**config.mk**
```make
export PLATFORM = sky130hd
export DESIGN_NAME = load_store_unit
export DESIGN_NICKNAME = d
export VERILOG_FILES = /design/src/rtl/load_store_unit.sv
export SDC_FILE = /design/constraint.sdc
export NUM_CORES = 1
export LEC_CHECK = 0
export CORE_MARGIN = 5
export CORE_UTILIZATION = 35
export CTS_CLUSTER_DIAMETER = 80
export DETAILED_ROUTE_END_ITERATION = 8
export SYNTH_ARGS = -nofsm -noshare
export SYNTH_HDL_FRONTEND = slang
export SYNTH_SLANG_ARGS = --single-unit
```
**constraint.sdc**
```tcl
create_clock -name clk -period 5.45 [get_ports clk]
set_clock_uncertainty 0.05 [all_clocks]
set_input_delay 0.545 -clock clk [delete_from_list [all_inputs] [get_ports clk]]
set_output_delay 0.545 -clock clk [all_outputs]
set_load 0.01 [all_outputs]
```
**src/rtl/load_store_unit.sv**
```systemverilog
`default_nettype none
// ============================================================================
//  Module   : load_store_unit
//  Purpose  : Memory-stage access controller sitting between the MEM stage
//             and a word-wide data memory. Accepts one load/store at a time,
//             performs read-modify-write for SB/SH, sign/zero-extends loads,
//             and rejects illegal, misaligned or out-of-range accesses with
//             a fault response that never touches memory.
//  Ports    : clk, rst_n             - clock, async active-low reset
//             req_*_i / req_ready_o  - request handshake, op, address, data
//             resp_*_o / resp_ready_i- response handshake, load data, fault
//             mem_a_o/mem_wd_o/mem_we_o/mem_rd_i - word port to datamem
//  Revision : 1.0 - initial release
// ============================================================================
module load_store_unit #(
   parameter int EXT_WIDTH = 32,
   parameter int MEM_WIDTH = 18
) (
   input  logic                 clk,
   input  logic                 rst_n,
   input  logic                 req_valid_i,
   output logic                 req_ready_o,
   input  logic                 req_store_i,
   input  logic [2:0]           req_funct3_i,
   input  logic [EXT_WIDTH-1:0] req_addr_i,
   input  logic [EXT_WIDTH-1:0] req_wdata_i,
   output logic                 resp_valid_o,
   input  logic                 resp_ready_i,
   output logic [EXT_WIDTH-1:0] resp_rdata_o,
   output logic                 resp_fault_o,
   output logic [EXT_WIDTH-1:0] mem_a_o,
   output logic [EXT_WIDTH-1:0] mem_wd_o,
   output logic                 mem_we_o,
   input  logic [EXT_WIDTH-1:0] mem_rd_i
);

   localparam logic [2:0] F3_B  = 3'b000;
   localparam logic [2:0] F3_H  = 3'b001;
   localparam logic [2:0] F3_W  = 3'b010;
   localparam logic [2:0] F3_BU = 3'b100;
   localparam logic [2:0] F3_HU = 3'b101;

   typedef enum logic [1:0] {
      S_IDLE   = 2'd0,
      S_ACCESS = 2'd1,
      S_WRITE  = 2'd2,
      S_RESP   = 2'd3
   } state_e;

   state_e               state_q, state_d;
   logic [EXT_WIDTH-1:0] addr_q;
   logic [EXT_WIDTH-1:0] wdata_q;
   logic [2:0]           funct3_q;
   logic                 store_q;
   logic                 fault_q;
   logic [EXT_WIDTH-1:0] rdata_q;
   logic [EXT_WIDTH-1:0] merge_q;

   logic                 req_legal;
   logic                 req_misaligned;
   logic                 req_out_of_range;
   logic                 req_fault;
   logic                 accept;
   logic [1:0]           lane;
   logic [7:0]           rd_byte;
   logic [15:0]          rd_half;
   logic [EXT_WIDTH-1:0] load_data;
   logic [EXT_WIDTH-1:0] merge_data;

   // ---------------------------------------------------------------------
   // Request checking on the incoming (not yet latched) request so the
   // fault decision is registered on the acceptance edge.
   // ---------------------------------------------------------------------
   assign accept = req_valid_i && (state_q == S_IDLE);

   always_comb begin
      req_legal = (req_funct3_i == F3_B) || (req_funct3_i == F3_H) ||
                  (req_funct3_i == F3_W) ||
                  (!req_store_i && ((req_funct3_i == F3_BU) ||
                                    (req_funct3_i == F3_HU)));
      // funct3[1:0]==01 covers both H and HU.
      req_misaligned = ((req_funct3_i[1:0] == 2'b01) && req_addr_i[0]) ||
                       ((req_funct3_i == F3_W) && (req_addr_i[1:0] != 2'b00));
      req_out_of_range = |req_addr_i[EXT_WIDTH-1:MEM_WIDTH];
      req_fault = !req_legal || req_misaligned || req_out_of_range;
   end

   // ---------------------------------------------------------------------
   // Load lane extraction and extension
   // ---------------------------------------------------------------------
   assign lane = addr_q[1:0];

   always_comb begin
      rd_byte = 8'h00;
      case (lane)
         2'd0:    rd_byte = mem_rd_i[7:0];
         2'd1:    rd_byte = mem_rd_i[15:8];
         2'd2:    rd_byte = mem_rd_i[23:16];
         default: rd_byte = mem_rd_i[31:24];
      endcase
      rd_half = lane[1] ? mem_rd_i[31:16] : mem_rd_i[15:0];

      load_data = mem_rd_i;
      case (funct3_q)
         F3_B:    load_data = {{(EXT_WIDTH-8){rd_byte[7]}}, rd_byte};
         F3_H:    load_data = {{(EXT_WIDTH-16){rd_half[15]}}, rd_half};
         F3_BU:   load_data = {{(EXT_WIDTH-8){1'b0}}, rd_byte};
         F3_HU:   load_data = {{(EXT_WIDTH-16){1'b0}}, rd_half};
         default: load_data = mem_rd_i;
      endcase
   end

   // ---------------------------------------------------------------------
   // Sub-word store merge into the current memory word
   // ---------------------------------------------------------------------
   always_comb begin
      merge_data = mem_rd_i;
      if (funct3_q == F3_H) begin
         if (lane[1]) merge_data[31:16] = wdata_q[15:0];
         else         merge_data[15:0]  = wdata_q[15:0];
      end else begin
         case (lane)
            2'd0:    merge_data[7:0]   = wdata_q[7:0];
            2'd1:    merge_data[15:8]  = wdata_q[7:0];
            2'd2:    merge_data[23:16] = wdata_q[7:0];
            default: merge_data[31:24] = wdata_q[7:0];
         endcase
      end
   end

   // ---------------------------------------------------------------------
   // FSM
   // ---------------------------------------------------------------------
   always_ff @(posedge clk or negedge rst_n) begin
      if (!rst_n) state_q <= S_IDLE;
      else        state_q <= state_d;
   end

   always_comb begin
      state_d = state_q;
      case (state_q)
         S_IDLE: begin
            if (req_valid_i) state_d = req_fault ? S_RESP : S_ACCESS;
         end
         S_ACCESS: begin
            // Only sub-word stores need the extra write cycle.
            state_d = (store_q && (funct3_q != F3_W)) ? S_WRITE : S_RESP;
         end
         S_WRITE: state_d = S_RESP;
         default: begin
            if (resp_ready_i) state_d = S_IDLE;
         end
      endcase
   end

   // ---------------------------------------------------------------------
   // Datapath registers
   // ---------------------------------------------------------------------
   always_ff @(posedge clk or negedge rst_n) begin
      if (!rst_n) begin
         addr_q   <= '0;
         wdata_q  <= '0;
         funct3_q <= 3'b000;
         store_q  <= 1'b0;
         fault_q  <= 1'b0;
         rdata_q  <= '0;
         merge_q  <= '0;
      end else if (accept) begin
         addr_q   <= req_addr_i;
         wdata_q  <= req_wdata_i;
         funct3_q <= req_funct3_i;
         store_q  <= req_store_i;
         fault_q  <= req_fault;
         rdata_q  <= '0;
      end else if (state_q == S_ACCESS) begin
         if (store_q) merge_q <= merge_data;
         else         rdata_q <= load_data;
      end
   end

   // ---------------------------------------------------------------------
   // Outputs. rst_n gating keeps req_ready/mem_we at 0 during reset even
   // though the state register itself sits in IDLE.
   // ---------------------------------------------------------------------
   assign req_ready_o  = rst_n && (state_q == S_IDLE);
   assign resp_valid_o = (state_q == S_RESP);
   assign resp_rdata_o = rdata_q;
   assign resp_fault_o = fault_q;
   assign mem_a_o      = {addr_q[EXT_WIDTH-1:2], 2'b00};
   assign mem_wd_o     = (state_q == S_WRITE) ? merge_q : wdata_q;
   assign mem_we_o     = rst_n &&
                         ((state_q == S_WRITE) ||
                          ((state_q == S_ACCESS) && store_q && (funct3_q == F3_W)));

endmodule
`default_nettype wire
```
==> reports/results.ini <==
[yosys]
syn-cell-area_sq_mm=0.00670
yosys-top-cells-area=dfrtp_1, mux2_2, o21ai_0, mux2i_1, buf_4
yosysUniqueCellTypes=41
yosys_warnings=0
synth-async-reset-ratio_pct=100
syn_area_per_cell_sq_um=11.8
synth_top_area_cell=dfrtp_1
yosys.cell_count.top_type=dfrtp_1
netlist_top_cells_count=dfrtp_1, mux2_2, o21ai_0, nand2_1, buf_4
synth_cells=568
ys_seq_area_share_pct=50.4
synth-edff-count=0
synth_top_cell_area_share_pct=50.4
ys.flop_type=dfrtp_1
synth-seq-cells=135

[cts]
cts_resized=0
cts-buffers-inserted=17
post_cts_buffers=0
cts_tree=yes
clock_sinks=135
htreeDepth=4
cts_hold_buffers=0
clk_latency_ps=420
cts_buffer_depth=2
cts.clk_slew.worst_paths_ps=60
root_buffer=clkbuf_16

[worst_setup_path]
crit_chain=inv_1, ha_1, buf_4, mux2_2, clkdlybuf4s50_1
reg2reg_slack_ps=2280
end_kind=output port
slowest_delay_ps=740
cp.arrival_ps=2950
crit_required_ps=4860
cp-start-kind=flop
crit_type=reg2out
critPathTopFamily=buffers and inverters
cpMaxStageDelayCell=ha_1
critical_path.max_fanout=18
worst-path-buf-inv=3

[timing]
rsz0062_at_grt=no
worst_hold_slack_ps=50.9
final_max_slew_viol_count=0
worst-slew-pin-transition_ps=1350
slew_headroom_pct=9.76
min_period_ps=3540
fin_crit_sh_pct=65.0
fmax_ghz=0.282
report.final.setup_viol=0
hold_violations=0
setup-tns-final_ps=0

[route]
drt-pass1-iter-count=4
vias=5086
vias_per_cell=5.23
wl_mm=20.4
dr.max_layer_used=met4
drc=0
wl_met3_mm=1.62
wl_met2_mm=9.51
final_antenna_net_count=0
first_iter_violations=235
wire_per_inst_um=21.0
wirelength_met1_mm=8.99

[floorplanning]
die_h_um=148
fp-row-count=50
initial_core_util_pct=35.7
design.die.area_sq_mm=0.0220
die_w_um=148
coreArea_sq_mm=0.0188
num_io_pins=204

[final_layout]
final_nets=835
drive_above_1_share_pct=23.3
diodes=0
area_delta_synth_final_pct=37.4
final_cells=973

[global_route]
grt_max_degree=72
grt_usage_pct=18.8
grt_pass1_vias=5561
grt_antenna_before_repair=0
grt_pass1_wl_mm=31.8
grt-ovfl-total=0

[min_path]
hold_class=in2async

[place]
place_inst=942
dpl.hpwl_mm=15.2
port_buffers=201
place_congestion=0.896

[job]
maxCapViolCount=0

[power]
power_mw=5.59
p_per_area_mw_per_mm2=607
leakage_nw=3.76
ir_drop_mv=0.268

[outcome]
outcome=completed

==> kinds of logic after synthesis <==
kind of cell    synth area share [%]
buf+inv                         6.26
flops                           50.4
compound gates                  13.2
simple gates                    7.53
mux                             21.7
fa+ha+maj                      0.747
other cells                   0.0560
==> metal layers <==
layer	up-vias	global-route usage [%]
li1	2362	-
met1	2523	24.9
met2	182	29.0
met3	19	6.52
met4	0	5.96
met5	-	0
==> area by class of cell <==
cell class              instances  area [sq um]
fillers                      1672          9560
flip-flops and latches        135          3380
multi-input cells             362          2910
repair buffers                205          2040
clock buffers                  23           488
well taps                     234           293
clock inverters                 8          72.6
inverters                       6          22.5
==> where the power goes <==
part           internal, mW  switching (mW)
Sequential             1.45           0.382
Combinational          1.50            1.16
Clock                 0.669           0.427
==> stage by stage <==
| step | worst slack (ps) | utilization, % | instance area [sq um] |
|---|---|---|---|
| 2_1_floorplan | 3290 | - | 6700 |
| 4_1_cts | 1830 | 49.0 | 9200 |
| 3_3_place_gp | 2250 | 46.1 | 8640 |
| 6_report | 1910 | 49.0 | 9200 |
| 5_1_grt | 1720 | 49.0 | 9200 |
| 3_5_place_dp | 2020 | 46.1 | 8640 |
==> final timing paths <==
| path | start | endpoint | cells after the start |
|---|---|---|---|
| hold reg to reg | resp_rdata_o[10] | resp_rdata_o[10] | 2 |
| setup reg to reg | state_q[1] | resp_rdata_o[20] | 6 |
| min in group clk | resp_rdata_o[10] | resp_rdata_o[10] | 2 |
| setup / recovery | state_q[0] | mem_wd_o[7] | 5 |
| hold / removal | rst_n | addr_q[3] | 1 |
| max in group asynchronous | rst_n | wdata_q[16] | 2 |
==> state kept, by name, summed over array words and instances (netlist names) <==
signal / cells
addr_q: 32
funct3_q: 3
merge_q: 32
resp_fault_o: 1
resp_rdata_o: 32
state_q: 2
store_q: 1
wdata_q: 32
==> cell usage in the layout (no fill, tap or decap), types with 3 or more instances in the layout <==
master,count
o21ai_0,52
a21oi_1,4
mux2_2,105
dfrtp_1,135
clkdlybuf4s50_1,200
a21boi_0,7
nand2b_1,11
clkinv_2,4
o221a_2,16
o31ai_1,3
or3b_1,3
nand3_1,11
a221o_2,11
ha_1,4
mux2i_1,25
nor2_1,13
clkbuf_8,4
buf_4,4
nor4_1,3
inv_1,4
clkinvlp_4,3
nand2_1,51
clkbuf_16,17
o21a_1,7
a221o_1,6
nor3_1,9
No activity file was read; power rests on OpenSTA's default activity.
